## src/rtl/fetch_responder_pkg.sv

```systemverilog
// Shared widths and constants for the fetch path between PC, ROM and decode.
package fetch_responder_pkg;
    localparam int ROM_ADDR_W = 6;
    localparam int INST_W = 32;
    localparam int FETCH_DEPTH = 2;
    localparam logic [ROM_ADDR_W-1:0] RESET_ADDR = '0;
endpackage

```

## src/rtl/fetch_responder_if.sv

```systemverilog
// Fetch-to-decode handshake: {addr, inst} offered with valid, taken with ready.
interface fetch_responder_if
    import fetch_responder_pkg::*;
#(
    parameter int ADDR_W = ROM_ADDR_W,
    parameter int DATA_W = INST_W
);
    logic              instValid;
    logic              instReady;
    logic [ADDR_W-1:0] instAddr;
    logic [DATA_W-1:0] instData;

    modport master (
        output instValid,
        output instAddr,
        output instData,
        input  instReady
    );

    modport slave (
        input  instValid,
        input  instAddr,
        input  instData,
        output instReady
    );
endinterface

```

## src/rtl/fetch_fifo.sv

```systemverilog
// Small synchronous FIFO with push/pop, whole-queue clear and occupancy count.
module fetch_fifo #(
    parameter int DEPTH = 2,
    parameter int W = 38
) (
    input  logic                   clk,
    input  logic                   rst,
    input  logic                   clear,
    input  logic                   push,
    input  logic                   pop,
    input  logic [W-1:0]           wdata,
    output logic [W-1:0]           rdata,
    output logic [$clog2(DEPTH):0] count
);
    localparam int PW = $clog2(DEPTH);
    localparam int CW = PW + 1;

    logic [W-1:0]  mem [DEPTH];
    logic [PW-1:0] wr_ptr;
    logic [PW-1:0] rd_ptr;

    always_ff @(posedge clk) begin
        if (rst || clear) begin
            wr_ptr <= '0;
            rd_ptr <= '0;
            count  <= '0;
        end else begin
            if (push) wr_ptr <= wr_ptr + PW'(1);
            if (pop)  rd_ptr <= rd_ptr + PW'(1);
            unique case ({push, pop})
                2'b10:   count <= count + CW'(1);
                2'b01:   count <= count - CW'(1);
                default: count <= count;
            endcase
        end
    end

    always_ff @(posedge clk) begin
        if (push) mem[wr_ptr] <= wdata;
    end

    assign rdata = mem[rd_ptr];

    // Credit upstream guarantees a full FIFO never sees a push.
    always_ff @(posedge clk) begin
        if (!rst && !clear) assert (!(push && count == CW'(DEPTH)));
    end
endmodule

```

## src/rtl/fetch_responder.sv

```systemverilog
// ROM-side fetch responder: credit-based issue, in-flight tracking, buffered
// delivery to decode and jump flush.
module fetch_responder
    import fetch_responder_pkg::*;
#(
    parameter int ADDR_W = ROM_ADDR_W,
    parameter int DATA_W = INST_W,
    parameter int DEPTH = FETCH_DEPTH
) (
    input  logic              clk,
    input  logic              resetIn,
    input  logic [ADDR_W-1:0] addrIn,
    input  logic              flush,
    output logic              pcEnable,
    output logic              romEn,
    output logic [ADDR_W-1:0] romAddr,
    input  logic [DATA_W-1:0] romData,
    fetch_responder_if.master dec
);
    localparam int PW = $clog2(DEPTH);
    localparam int CW = PW + 2;

    logic [PW:0]          count;
    logic                 infV;
    logic [ADDR_W-1:0]    infAddr;
    logic                 valid;
    logic                 pop;
    logic                 push;
    logic                 issue;
    logic [CW-1:0]        need;
    logic [ADDR_W+DATA_W-1:0] head;

    assign valid = (count != '0);
    assign pop   = valid & dec.instReady;
    assign push  = infV & ~flush;

    // Slots committed after this cycle; pop frees one immediately.
    assign need  = CW'(count) + CW'(infV) - CW'(pop);
    assign issue = ~resetIn & ~flush & (need < CW'(DEPTH));

    assign romEn    = issue;
    assign romAddr  = addrIn;
    assign pcEnable = issue | (flush & ~resetIn);

    always_ff @(posedge clk) begin
        if (resetIn) infV <= 1'b0;
        else         infV <= issue;
        if (issue) infAddr <= addrIn;
    end

    fetch_fifo #(
        .DEPTH (DEPTH),
        .W     (ADDR_W + DATA_W)
    ) u_fifo (
        .clk   (clk),
        .rst   (resetIn),
        .clear (flush),
        .push  (push),
        .pop   (pop),
        .wdata ({infAddr, romData}),
        .rdata (head),
        .count (count)
    );

    assign dec.instValid = valid;
    assign dec.instAddr  = head[ADDR_W+DATA_W-1:DATA_W];
    assign dec.instData  = head[DATA_W-1:0];
endmodule

```

## src/flat_wrapper.sv

```systemverilog
// flat-port wrapper written by rule: the top's interface ports become plain ports
module fetch_responder_flat import fetch_responder_pkg::*;
#(
    parameter int ADDR_W = ROM_ADDR_W,
    parameter int DATA_W = INST_W,
    parameter int DEPTH = FETCH_DEPTH
)
  (clk, resetIn, addrIn, flush, pcEnable, romEn, romAddr, romData, dec_instValid, dec_instAddr, dec_instData, dec_instReady);
  fetch_responder_if #(.ADDR_W(ADDR_W), .DATA_W(DATA_W)) dec_i ();
  input  logic clk;
  input  logic resetIn;
  input  logic [ADDR_W-1:0] addrIn;
  input  logic flush;
  output logic pcEnable;
  output logic romEn;
  output logic [ADDR_W-1:0] romAddr;
  input  logic [DATA_W-1:0] romData;
  output wire logic [$bits(dec_i.instValid)-1:0] dec_instValid;
  output wire logic [$bits(dec_i.instAddr)-1:0] dec_instAddr;
  output wire logic [$bits(dec_i.instData)-1:0] dec_instData;
  input wire logic [$bits(dec_i.instReady)-1:0] dec_instReady;
  assign dec_instValid = dec_i.instValid;
  assign dec_instAddr = dec_i.instAddr;
  assign dec_instData = dec_i.instData;
  assign dec_i.instReady = dec_instReady;
  fetch_responder #(.ADDR_W(ADDR_W), .DATA_W(DATA_W), .DEPTH(DEPTH)) u_core (.clk(clk), .resetIn(resetIn), .addrIn(addrIn), .flush(flush), .pcEnable(pcEnable), .romEn(romEn), .romAddr(romAddr), .romData(romData), .dec(dec_i));
endmodule
```

## config.mk

```make
export PLATFORM = sky130hd
export DESIGN_NAME = fetch_responder_flat
export DESIGN_NICKNAME = d
export VERILOG_FILES = /design/src/rtl/fetch_responder_pkg.sv /design/src/rtl/fetch_responder_if.sv /design/src/rtl/fetch_fifo.sv /design/src/rtl/fetch_responder.sv /design/src/flat_wrapper.sv
export SDC_FILE = /design/constraint.sdc
export NUM_CORES = 1
export LEC_CHECK = 0
export CAP_MARGIN = 20
export CORE_MARGIN = 2
export CORE_UTILIZATION = 50
export DETAILED_ROUTE_END_ITERATION = 12
export PLACE_DENSITY = 0.92
export SYNTH_ARGS = -nofsm -noshare
export SYNTH_HDL_FRONTEND = slang
export SYNTH_HIERARCHICAL = 1
export SYNTH_SLANG_ARGS = --single-unit
```

## constraint.sdc

```tcl
create_clock -name clk -period 5.1 [get_ports clk]
set_input_delay 1.02 -clock clk [delete_from_list [all_inputs] [get_ports clk]]
set_output_delay 1.02 -clock clk [all_outputs]
set_load 0.03 [all_outputs]
```

# [Yosys cells after proc, flatten, opt, wreduce, memory -nomap -nowiden]
# Memories as Yosys holds them, arrays and structs flattened. A register that Yosys moved wholly into a read port is not among the register bits.
# Index checks and enable logic that the tools add are counted.
[word_totals] ff_bits=11 memories=1 output_inout_bits=47 mem_bits_rw=76 inputBits=42 elab_cells=31
[op_classes] add_sub_neg=6 n_lt_le_gt_ge=1 bitwise_logic=8 n_eq_ne=2 reduce_logical=3 mux=5
[mem_list] memory="u_core.u_fifo.mem" depth=2 word_bits=38 read_ports=1 rd_clocked_by_memory_dff=1 wr=1 line_no="fetch_fifo.sv:18" rtl="logic [W-1:0] mem [DEPTH];"
[ops] op="$and A1 B1 Y1" n=5
[ops] op="$mux W1" n=4
[ops] op="$pmux W2 S2" n=1
[ops] op="$reduce_bool A2 Y1" n=2
[ops] op="$add A2 B1 Y3" n=1
[ops] op="$lt A3 B2 Y1 const B" n=1
[ops] op="$sub A3 B1 Y3" n=1
[ops] op="$add A1 B1 Y1 const B" n=2
[ops] op="$add A2 B1 Y2 const B" n=1
[ops] op="$eq A2 B1 Y1 const B" n=1
[ops] op="$eq A2 B2 Y1 const B" n=1
[ops] op="$not A1 Y1" n=2
[ops] op="$sub A2 B1 Y2 const B" n=1
[ops] op="$logic_or A1 B1 Y1" n=1
[ops] op="$or A1 B1 Y1" n=1

# [Logic depth before layout (Yosys ltp)]
[logic_depth] depth_word=6 mapped_depth=7 ltp_nobuf=7

# [Modules after synthesis]
# The synthesis kept the hierarchy.
[by_module_without_submodules] mod="fetch_fifo" area_each_um2=2930.3 cells_per_inst=138 seq_area_each_um2=2382.3 instances=1
[by_module_without_submodules] mod="fetch_responder" area_each_um2=346.6 cells_per_inst=26 seq_area_each_um2=200.2 instances=1

# [Least setup slack after synthesis]
# Ideal clock, no wire load.
[synth_timing] path_type="in2out" startpoint="input port dec_instReady" endpoint="output port romEn" arrival_time_ps=3766 path_buffers=0 path_slack_ps=314 required_ps=4080 cell_stages=6 path_cell_list="and2_1 > ha_1 > nand2b_1 > fa_1 > xor2_1 > nor4b_1"
[synth_between] elab_chain_len=4
[synth_rtl] item="from (decl)" line_no="flat_wrapper.sv:21" rtl="input wire logic [$bits(dec_i.instReady)-1:0] dec_instReady;"
[synth_rtl] item="$and A1 B1 Y1" line_no="fetch_responder.sv:34" rtl="assign pop = valid & dec.instReady;"
[synth_rtl] item="$sub A3 B1 Y3" line_no="fetch_responder.sv:38" rtl="assign need = CW'(count) + CW'(infV) - CW'(pop);"
[synth_rtl] item="$lt A3 B2 Y1" line_no="fetch_responder.sv:39" rtl="assign issue = ~resetIn & ~flush & (need < CW'(DEPTH));"
[synth_rtl] item="$and A1 B1 Y1" line_no="fetch_responder.sv:39"
[synth_rtl] item="to (decl)" line_no="flat_wrapper.sv:15" rtl="output logic romEn;"
# No other way between the ends.

# [Worst setup path after layout]
[layout_timing] startpoint="input port dec_instReady" endpoint="output port pcEnable"
[layout_between] elab_chain_len=5
[layout_rtl] item="$and A1 B1 Y1" line_no="fetch_responder.sv:34"
[layout_rtl] item="net u_core.pop" line_no="fetch_responder.sv:27" rtl="logic pop;"
[layout_rtl] item="$sub A3 B1 Y3" line_no="fetch_responder.sv:38"
[layout_rtl] item="$lt A3 B2 Y1" line_no="fetch_responder.sv:39"
[layout_rtl] item="$and A1 B1 Y1" line_no="fetch_responder.sv:39"
[layout_rtl] item="$or A1 B1 Y1" line_no="fetch_responder.sv:43" rtl="assign pcEnable = issue | (flush & ~resetIn);"
[layout_rtl] item="to (decl)" line_no="flat_wrapper.sv:14" rtl="output logic pcEnable;"
# The timed path passes the listed nets, and every way through them passes these cells.

==> flow_summary.yaml <==
power:
  power.share.combinational: 0.085
  max-vdd-ir-drop_mv: 0.257
  p_leak_nw: 1.47
  switching_share: 0.210
  sequentialPowerShare: 0.559
  internal_power_mw: 1.14
  p_sw_uw: 303
  p_per_area_nw_per_um2: 326
  clock_power_share: 0.356
clock_network:
  holdBufCountCts: 0
  cts-buffers-inserted: 9
  postCtsResizedCells: 0
  ctsHtreeMaxLevel: 3
  cts_setup_buffers: 0
  clk_transition_reported_paths_ps: 90
  root_buffer: "sky130_fd_sc_hd__clkbuf_8"
  cts_tree: "yes"
  clk_path_buf_depth: 2
  tritoncts_num_sinks: 88
  clock_insertion_delay_worst_skew_ps: 340
sta:
  final_worst_slack_ps: 628
  period_share: 0.877
  setup_viol: 0
  rsz0062_at_grt: "no"
  worst_pin_slew_ps: 926
  fin_crit_ps: 4470
  clock_skew_ps: 6.12
  worst_slew_margin_rel: 0.382
  tns_ps: 0
  fmax_ghz: 0.224
  timing.final.max_slew_violations: 0
  final_hold_viol_count: 0
yosys:
  synth.cell_area_um2: 3280
  ys_ff_latch: 88
  synth_enable_flop_cells: 82
  synth.top_cells.by_area: "sky130_fd_sc_hd__edfxtp_1 (75%), sky130_fd_sc_hd__mux2_2 (13%), sky130_fd_sc_hd__dfxtp_1 (3.7%), sky130_fd_sc_hd__buf_4 (1.4%), sky130_fd_sc_hd__xnor2_1 (0.80%)"
  yosys.area.top_type_share: 0.751
  synth_fp_nets: 209
  dominantRegCellSynth: "sky130_fd_sc_hd__edfxtp_1"
  synth_common_cells: "sky130_fd_sc_hd__edfxtp_1 (82), sky130_fd_sc_hd__mux2_2 (38), sky130_fd_sc_hd__buf_4 (6), sky130_fd_sc_hd__dfxtp_1 (6)"
  yosysSeqAreaShare: 0.788
  synthesis.instances: 164
  post-synth-top-count-cell: "sky130_fd_sc_hd__edfxtp_1"
  netlist-cell-type-count: 20
  syn_area_per_cell_um2: 20.0
  async_reset_ff_frac: 0
  yosys_warning_total: 6
  yosysTopAreaCell: "sky130_fd_sc_hd__edfxtp_1"
layout:
  n_fill_cell: 404
  layout.nets: 300
  synth_to_layout_area_growth_pct: 35.6
  fraction_of_layout_instances_using_a_drive_strength_above_1: 0.227
  antenna-diode-count: 0
routing:
  count_of_routing_violations_after_the_opening_detailed_route_iteration: 93
  detail_route.drc_violations: 0
  remaining_number_of_nets_flagged_by_the_antenna_check_after_routing: 0
  first_pass_detailed_route_iteration_total: 4
  postRouteWirelength_um: 5570
  dr_total_vias: 1717
  route.detailed.vias_per_inst: 5.09
  post_drt_wl_per_cell_um: 16.5
setup_path:
  cp_data_arrival_time_ps: 3450
  timing.critical_path.required_ps: 4080
  setup.worst_path.start_class: "primary input"
  worstSetupPathType: "in2out"
  endpoint_kind: "output port"
  worstPathMaxFanout: 3
floorplanning:
  initial_core_util: 0.516
  design.core.area_um2: 6350
  die_width_um: 85.0
  die_h_um: 85.0
  floorplan.io_pins: 89
  placementRows: 29
  die_area_um2: 7220
global_routing:
  grt_start_max_net_pins: 39
  grt_use_total: 0.159
  overflow: 0
  grt_first_pass_wirelength_um: 8650
  antenna_found_initial: 0
  number_of_global_route_vias_before_repair: 1795
place:
  gp_congestion: 0.717
  dpl.hpwl_um: 3570
  count_of_buffers_from_port_buffering: 88
  detailedPlace.worstSlack_ps: 621
hold_path:
  worstHoldPathType: "reg2reg"
outcome:
  status: "finished clean"
flow_run:
  cap_viol_max_count: 0
==> worst max-delay path, cell delays in order <==
cell	delay (ps)
sky130_fd_sc_hd__clkdlybuf4s50_1	440
sky130_fd_sc_hd__and2_1	180
sky130_fd_sc_hd__ha_1	240
sky130_fd_sc_hd__nand2b_1	150
sky130_fd_sc_hd__fa_1	390
sky130_fd_sc_hd__xor2_1	180
sky130_fd_sc_hd__o22ai_1	140
sky130_fd_sc_hd__clkdlybuf4s50_1	700
==> sequential cells by signal, indices dropped and copies added, names as in the netlist, named ones only <==
name / cells
u_core/u_fifo/mem: 76
u_core/u_fifo/rd_ptr: 1
u_core/u_fifo/wr_ptr: 1
u_core/infV: 1
u_core/u_fifo/count: 2
u_core/infAddr: 6
==> per-layer routing <==
layer  up-vias  GRT usage  wire [µm]
li1        807          -          -
met1       838      0.196       2360
met2        64      0.254       2810
met3         8     0.0486        330
met4         0     0.0823         71
met5         -          0          0
==> metrics by stage <==
step	cells	total power, mW	utilization	area, µm²	hold WS (ps)
after floorplan	164	0.880	-	3280	421
after global placement	320	0.943	0.662	4200	424
after detailed placement	320	0.948	0.662	4200	435
after CTS	336	1.46	0.697	4420	449
after global routing	337	1.50	0.700	4440	470
final	337	1.45	0.700	4440	450
==> kinds of logic (layout without fill, tap and decap cells) <==
logic type,Yosys count,count (layout),share of synthesized area
flops,88,88,0.788
mux,38,38,0.131
fa+ha+maj,3,3,0.0137
xor+xnor,5,5,0.0134
buf+inv,13,109,0.0233
compound gates,3,3,0.00573
simple gates,14,14,0.0252
==> placed cells by master, fill, tap and decap left out, drive strengths merged <==
| master | instances |
|---|---|
| a211oi | 1 |
| and2 | 2 |
| buf | 3 |
| bufinv | 2 |
| clkbuf | 9 |
| clkdlybuf4s50 | 87 |
| clkinv | 3 |
| clkinvlp | 2 |
| dfxtp | 6 |
| edfxtp | 82 |
| fa | 1 |
| ha | 2 |
| inv | 3 |
| mux2 | 38 |
| nand2b | 2 |
| nor2 | 2 |
| nor3 | 4 |
| nor4b | 2 |
| o21ai | 1 |
| o22ai | 1 |
| or2 | 1 |
| or3 | 1 |
| xnor2 | 3 |
| xor2 | 2 |
==> power by group through the flow <==
stage	clock, mW	combinational, mW	sequential, mW
floorplan	0	0.0561	0.824
global placement	0	0.118	0.825
detailed placement	0	0.121	0.826
CTS	0.527	0.122	0.810
global route	0.560	0.129	0.811
finish	0.515	0.123	0.809
==> layout make-up <==
| class | instances | area (µm²) | area share |
|---|---|---|---|
| inverter | 3 | 11.3 | 0.00253 |
| timing repair buffer | 90 | 906 | 0.204 |
| clock buffer | 9 | 124 | 0.0279 |
| tap | 77 | 96.3 | 0.0217 |
| sequential | 88 | 2580 | 0.581 |
| clock inverter | 7 | 96.3 | 0.0217 |
| multi-input combinational | 63 | 627 | 0.141 |
==> worst paths after layout <==
path | slack [ps] | startpoint | endpoint | cells after the start
setup / recovery | 630 | dec_instReady | pcEnable | 8
hold reg to reg | 450 | u_core/infAddr[1] | u_core/u_fifo/mem[1][33] | 0
setup reg to reg | 2540 | u_core/u_fifo/count[1] | u_core/infAddr[0] | 8
hold / removal | 450 | u_core/infAddr[1] | u_core/u_fifo/mem[1][33] | 0
(Power assumes the default switching activity.)
